<file path="config.mk">
export PLATFORM = sky130hd
export DESIGN_NAME = spi_vip_master_arbiter
export DESIGN_NICKNAME = d
export VERILOG_FILES = /design/src/rtl/spi_vip_master_arbiter.sv
export SDC_FILE = /design/constraint.sdc
export NUM_CORES = 1
export LEC_CHECK = 0
export ABC_AREA = 1
export BUFFER_PORTS_ARGS = -buffer_cell sky130_fd_sc_hd__buf_4
export CORE_MARGIN = 2
export CORE_UTILIZATION = 56
export DETAILED_ROUTE_END_ITERATION = 7
export GPL_TIMING_DRIVEN = 0
export HOLD_SLACK_MARGIN = 0.05
export PLACE_DENSITY = 0.85
export SLEW_MARGIN = 20
export SYNTH_ARGS = -nofsm -noshare
export SYNTH_HDL_FRONTEND = slang
export SYNTH_SLANG_ARGS = --single-unit
</file>
<file path="constraint.sdc">
create_clock -name clk -period 1.8 [get_ports clk]
set_clock_uncertainty 0.1 [all_clocks]
set_input_delay 0.27 -clock clk [delete_from_list [all_inputs] [get_ports clk]]
set_output_delay 0.27 -clock clk [all_outputs]
set_load 0.005 [all_outputs]
</file>
<file path="src/rtl/spi_vip_master_arbiter.sv">
// spi_vip_master_arbiter: round-robin arbiter in front of one SPI master frame sequencer.
// Define SPI_VIP_ARB_STRICT_PRIO_EN to grant the lowest-index valid requester instead.
module spi_vip_master_arbiter #(
    parameter int NUM_REQ      = 2,
    parameter int CPOL         = 0,
    parameter int CPHA         = 0,
    parameter int INV_CS       = 0,
    parameter int DATA_DLENGTH = 16,
    parameter int CLK_DIV      = 4,
    parameter int CS_TO_SCLK   = 2,
    localparam int IW = (NUM_REQ > 1) ? $clog2(NUM_REQ) : 1
) (
    input  logic                            clk,
    input  logic                            resetn,
    input  logic [NUM_REQ-1:0]              req_valid,
    output logic [NUM_REQ-1:0]              req_ready,
    input  logic [NUM_REQ*DATA_DLENGTH-1:0] req_data,
    output logic                            rsp_valid,
    output logic [IW-1:0]                   rsp_id,
    output logic [DATA_DLENGTH-1:0]         rsp_data,
    output logic                            busy,
    output logic                            m_spi_sclk,
    output logic                            m_spi_mosi,
    input  logic                            m_spi_miso,
    output logic                            m_spi_cs
);
    localparam int D  = DATA_DLENGTH;
    localparam int EW = $clog2(2*D+1);
    localparam int DW = $clog2(CLK_DIV+1);
    localparam int CW = $clog2(CS_TO_SCLK+1);
    localparam logic SCLK_IDLE = 1'(CPOL);
    localparam logic CS_OFF    = (INV_CS == 0);

    typedef enum logic [2:0] {IDLE, GRANT, SETUP, SHIFT, HOLD, RESP} state_t;

    state_t             state_q, state_d;
    logic [IW-1:0]      gnt_q, gnt_d, ptr_q, ptr_d, pick;
    logic [D-1:0]       tx_q, tx_d, rx_q, rx_d, word;
    logic [EW-1:0]      tgl_q, tgl_d;
    logic [DW-1:0]      div_q, div_d;
    logic [CW-1:0]      cnt_q, cnt_d;
    logic               sclk_q, sclk_d, mosi_q, mosi_d;
    logic [IW-1:0]      rsp_id_q, rsp_id_d;
    logic [D-1:0]       rsp_data_q, rsp_data_d;
    logic [NUM_REQ-1:0] ready_q;
    logic               rsp_valid_q, busy_q, cs_q;
    logic               lead, last;

    assign word = req_data[int'(gnt_q)*D +: D];
    assign lead = ~tgl_q[0];
    assign last = tgl_q == EW'(2*D-1);

    // Descending scan so the lowest offset from the search origin wins.
    always_comb begin
        pick = '0;
        for (int i = NUM_REQ-1; i >= 0; i--) begin
`ifdef SPI_VIP_ARB_STRICT_PRIO_EN
            if (req_valid[i]) pick = IW'(i);
`else
            if (req_valid[(int'(ptr_q) + i) % NUM_REQ]) pick = IW'((int'(ptr_q) + i) % NUM_REQ);
`endif
        end
    end

    always_comb begin
        state_d    = state_q;
        gnt_d      = gnt_q;
        ptr_d      = ptr_q;
        tx_d       = tx_q;
        rx_d       = rx_q;
        tgl_d      = tgl_q;
        div_d      = div_q;
        cnt_d      = cnt_q;
        sclk_d     = sclk_q;
        mosi_d     = mosi_q;
        rsp_id_d   = rsp_id_q;
        rsp_data_d = rsp_data_q;
        case (state_q)
            IDLE: if (|req_valid) begin
                gnt_d   = pick;
                state_d = GRANT;
            end
            GRANT: begin
                state_d = req_valid[gnt_q] ? SETUP : IDLE;
                if (req_valid[gnt_q]) begin
                    // CPHA=0 presents the MSB during setup, so the shifter starts one bit ahead.
                    tx_d   = (CPHA == 0) ? word << 1 : word;
                    mosi_d = (CPHA == 0) & word[D-1];
                    rx_d   = '0;
                    cnt_d  = '0;
`ifndef SPI_VIP_ARB_STRICT_PRIO_EN
                    ptr_d  = (gnt_q == IW'(NUM_REQ-1)) ? '0 : gnt_q + 1'b1;
`endif
                end
            end
            SETUP: if (cnt_q == CW'(CS_TO_SCLK-1)) begin
                state_d = SHIFT;
                div_d   = '0;
                tgl_d   = '0;
            end else cnt_d = cnt_q + 1'b1;
            SHIFT: if (div_q == DW'(CLK_DIV-1)) begin
                div_d  = '0;
                tgl_d  = tgl_q + 1'b1;
                sclk_d = ~sclk_q;
                if (lead == (CPHA == 0)) rx_d = {rx_q[D-2:0], m_spi_miso};
                else if (!last) begin
                    mosi_d = tx_q[D-1];
                    tx_d   = tx_q << 1;
                end
                if (last) begin
                    state_d = HOLD;
                    cnt_d   = '0;
                end
            end else div_d = div_q + 1'b1;
            HOLD: if (cnt_q == CW'(CS_TO_SCLK-1)) begin
                state_d    = RESP;
                rsp_id_d   = gnt_q;
                rsp_data_d = rx_q;
                mosi_d     = 1'b0;
            end else cnt_d = cnt_q + 1'b1;
            RESP: state_d = IDLE;
            default: state_d = IDLE;
        endcase
    end

    // Outputs are registered from the next state so each one lines up with its state.
    always_ff @(posedge clk or negedge resetn) begin
        if (!resetn) begin
            state_q     <= IDLE;
            gnt_q       <= '0;
            ptr_q       <= '0;
            tx_q        <= '0;
            rx_q        <= '0;
            tgl_q       <= '0;
            div_q       <= '0;
            cnt_q       <= '0;
            sclk_q      <= SCLK_IDLE;
            mosi_q      <= 1'b0;
            rsp_id_q    <= '0;
            rsp_data_q  <= '0;
            ready_q     <= '0;
            rsp_valid_q <= 1'b0;
            busy_q      <= 1'b0;
            cs_q        <= CS_OFF;
        end else begin
            state_q     <= state_d;
            gnt_q       <= gnt_d;
            ptr_q       <= ptr_d;
            tx_q        <= tx_d;
            rx_q        <= rx_d;
            tgl_q       <= tgl_d;
            div_q       <= div_d;
            cnt_q       <= cnt_d;
            sclk_q      <= sclk_d;
            mosi_q      <= mosi_d;
            rsp_id_q    <= rsp_id_d;
            rsp_data_q  <= rsp_data_d;
            ready_q     <= (state_d == GRANT) ? NUM_REQ'(1) << gnt_d : '0;
            rsp_valid_q <= state_d == RESP;
            busy_q      <= state_d != IDLE;
            cs_q        <= (state_d inside {SETUP, SHIFT, HOLD}) ? ~CS_OFF : CS_OFF;
        end
    end

    assign req_ready  = ready_q;
    assign rsp_valid  = rsp_valid_q;
    assign rsp_id     = rsp_id_q;
    assign rsp_data   = rsp_data_q;
    assign busy       = busy_q;
    assign m_spi_sclk = sclk_q;
    assign m_spi_mosi = mosi_q;
    assign m_spi_cs   = cs_q;
endmodule
</file>
==> impl_results.md <==
* Status: finished, final reports clean
* Largest net degree at the start of global routing at ~70
* Final setup viols at 0
* CTS Buffer Depth at 2
* FF-to-FF Start: state_q[1]$_DFF_PN0_
* Site Rows at 28
* Startpoint types: register
* Finished Layout Cells at 581
* GRT Util Overall at 25.0%
* FF-to-FF End: m_spi_mosi$_DFFE_PN0P_
* Drt first pass iters at 4
* Critical path class: reg -> reg
* CP Capture Type: register
* Initial DRC Count at 148
* Netlist cell types at 28
* F_max at 0.582 GHz
* Syn Area/Cell at 8.05 sq um
* Cell taking the most area after synthesis: dfrtp_1
* Number of enable flip-flop cells after synthesis at 0
* Post-DP HPWL at 5.32 mm
* Clk Latency, worst-skew pair at 0.34 ns
* Dpl cells at 560
* R2R setup slack at 0.08 ns
* Area delta synth->final at 24.5%
* RSZ-0062 raised after global routing: yes
* Dominant cells by area after synthesis: dfrtp_1 51%, nand2_1 18%, nand3_1 6.9%
* Hold EP: req_ready[1]$_DFF_PN0_
* Clock share of power at between 40% and 50%
* # DRC at 0
* Worst-Margin Slew at ~0.86 ns
* Max Cap Viol at 0
* Overall die height at 82.2 um
* Worst Setup SP: state_q[1]$_DFF_PN0_
* CP Data Arrival Time at 1.85 ns
* Slowest CP cell: dfrtp_1
* Beginning of the worst hold path: req_valid[1]
* Global-route wire length before repair at 12.7 mm
* Cell repeated most along the worst path: nand2_1
* DIE AREA at 6750 sq um
* Synthesized area at 3420 sq um
* Clock Tree Root: clkbuf_8
* LEAKAGE at 0.00231 uW
* Mapped Nets at around 470
* CORE AREA at 5920 sq um
* Starting Density at 57.8%
* Max Slew Vio Count at 0
* Required @ worst endpoint at 1.93 ns
* Worst VDD drop at roughly 570 uV
* R2R cell count at 9
* ANT nets after route at 0
* Ports at just over 60
* Top-count cell post-synth: nand2_1
* Post-synth top cells: 166 x nand2_1, 70 x dfrtp_1, 47 x nand3_1
* Critical Path, Cell by Cell: buf_2 -> nor2_1 -> nand3_2 -> nand2_1 -> inv_1 -> nor2_1 -> nand2_1 -> nand2_1 -> nand2_1
* Post-synth top area share at 51.2%
* Vias at approximately 3100
* Yosys reg bits at 71
* Vias in the first global route at 2918
* Worst-path maximum fanout at 10
* Htree depth at 3
* Top FF cell, synth: dfrtp_1
* Fin crit share at approximately 95%
* Top delay family on crit path: simple AND/OR/NAND/NOR gates
* Final Hold Vio Count at 0
* Period minus WS final at 1.72 ns
* Synth async-reset ratio at 100%
* PD cells at 699 nW/um^2
* Routed wire length per instance at 13.2 um
* Routability Congestion at 0.890
* CTS sink count at 71
* Layout cells sized above 1 at 23.5%
* Ant diodes at 0
* Reg clk slew, reported paths at 0.07 ns
* CTS Buf Count at 9
* Switching Fraction at 22.6%
* Die width at 82.2 um
* Remaining global-route overflow at 0
* CTS tree: built
* Internal power at 2300 uW
* Layout Nets at 542
* Vias per cell at 5.29
* Routed WL at 7.68 mm
* HP Class: in -> reg
* Sequential-to-total area share from yosys stat at 52.0%
* Antenna violations before repair at 0
* Syn Inst Count at 425
* Sequential power share at 54.0%
* Ys Warns at 0
* CP peak stage delay at roughly 0.36 ns
* Buffers on Ports at 60
* WP buf/inv at 2
* Pwr Total at ~3000 uW
* Comb power frac at 5.4%
* Hold path depth at 3
* Switching power at 674 uW
* Rel. slew slack at 42.5%
==> layout by cell type, fill, tap and decap left out, types with 2 or more instances in the layout <==
cell type	count
clkinv_2	3
o21a_1	14
dlygate4sd3_1	2
inv_2	4
buf_4	69
clkbuf_2	3
nand3_1	46
ha_1	2
inv_1	26
a21oi_1	9
clkbuf_1	2
nand2_1	166
clkbuf_8	9
o21ai_1	5
nor2_1	11
clkinv_4	2
nand2_2	2
nand3_2	3
o21ai_0	22
dfrtp_1	69
nand4_1	8
nor2_4	4
nor2_2	3
buf_2	7
==> registers in the layout, summed over array words and instances, names as in the netlist <==
register    cells
rsp_id          1
rsp_data       16
ptr_q           1
m_spi_mosi      1
cnt_q           2
div_q           3
gnt_q           1
state_q         3
busy            1
m_spi_cs        1
rsp_valid       1
tx_q           15
rx_q           16
tgl_q           6
m_spi_sclk      1
req_ready       2
==> through the flow <==
| stage | utilization (%) | hold WS (ns) | cell area [sq um] | TNS (ns) | setup WS (ns) |
|---|---|---|---|---|---|
| 4_1_cts | 70.5 | 0.110 | 4180 | 0 | 0.0298 |
| 2_1_floorplan | - | -0.126 | 3420 | 0 | 0.246 |
| 3_5_place_dp | 67.0 | 0.338 | 3970 | -0.00912 | -0.00912 |
| 5_1_grt | 72.0 | 0.129 | 4260 | -0.123 | -0.0191 |
| 6_report | 72.0 | 0.121 | 4260 | 0 | 0.0828 |
| 3_3_place_gp | 67.0 | 0.341 | 3970 | 0 | 0.0710 |
==> worst min-delay path, cell delays in order <==
cell,delay (ns)
buf_4,0.11
o21ai_0,0.09
nor2_1,0.05
==> power groups by stage <==
stage / logic, uW / registers, uW / clock network (uW)
after global routing: 182 / 1610 / 1310
after global placement: 154 / 1640 / 0
final: 160 / 1610 / 1210
after floorplan: 53.3 / 1640 / 0
after detailed placement: 158 / 1640 / 0
after CTS: 162 / 1610 / 1240
==> kinds of logic (layout without fill, tap and decap cells) <==
group | Yosys count | count (layout) | synth area share [%]
and+or+nand+nor | 246 | 246 | 30.9
DFF | 71 | 71 | 52.0
AOI/OAI and AO/OA | 56 | 56 | 9.47
buffers and inverters | 48 | 129 | 6.29
adders and majority gates | 3 | 3 | 1.10
xor gates and xnor gates | 1 | 1 | 0.256
==> routing by layer <==
metal  part of all wire, %  track usage [%]
met1                    43             32.1
met3                   7.0             5.76
met4                   1.6             11.0
met5                     0                0
met2                    49             40.8
==> final cells by class <==
type	instances	area (sq um)
plain buffers	18	106
repair buffers	66	500
fillers	469	1660
multi-input cells	306	1480
well taps	75	93.8
clock inverters	6	62.6
clock buffers	9	124
flip-flops and latches	71	1780
inverters	30	113
==> worst max path at each step <==
stage,cells after the start,endpoint
6_report,9,m_spi_mosi$_DFFE_PN0P_
5_1_grt,8,rx_q[12]$_DFFE_PN0P_
4_1_cts,8,tx_q[6]$_DFFE_PN0P_
3_5_place_dp,7,tgl_q[0]$_DFFE_PN0P_
3_3_place_gp,7,tgl_q[0]$_DFFE_PN0P_
2_1_floorplan,9,tx_q[10]$_DFFE_PN0P_
==> what timing repair did <==
action	CTS	global route
setup endpoints to repair	3	38
hold endpoints to repair	71	0
hold buffers	2	0
gates resized for setup	2	17
setup buffers	0	4
gates cloned	0	0
pin swaps	0	0
Note: power is estimated with default switching activity, not from simulation.
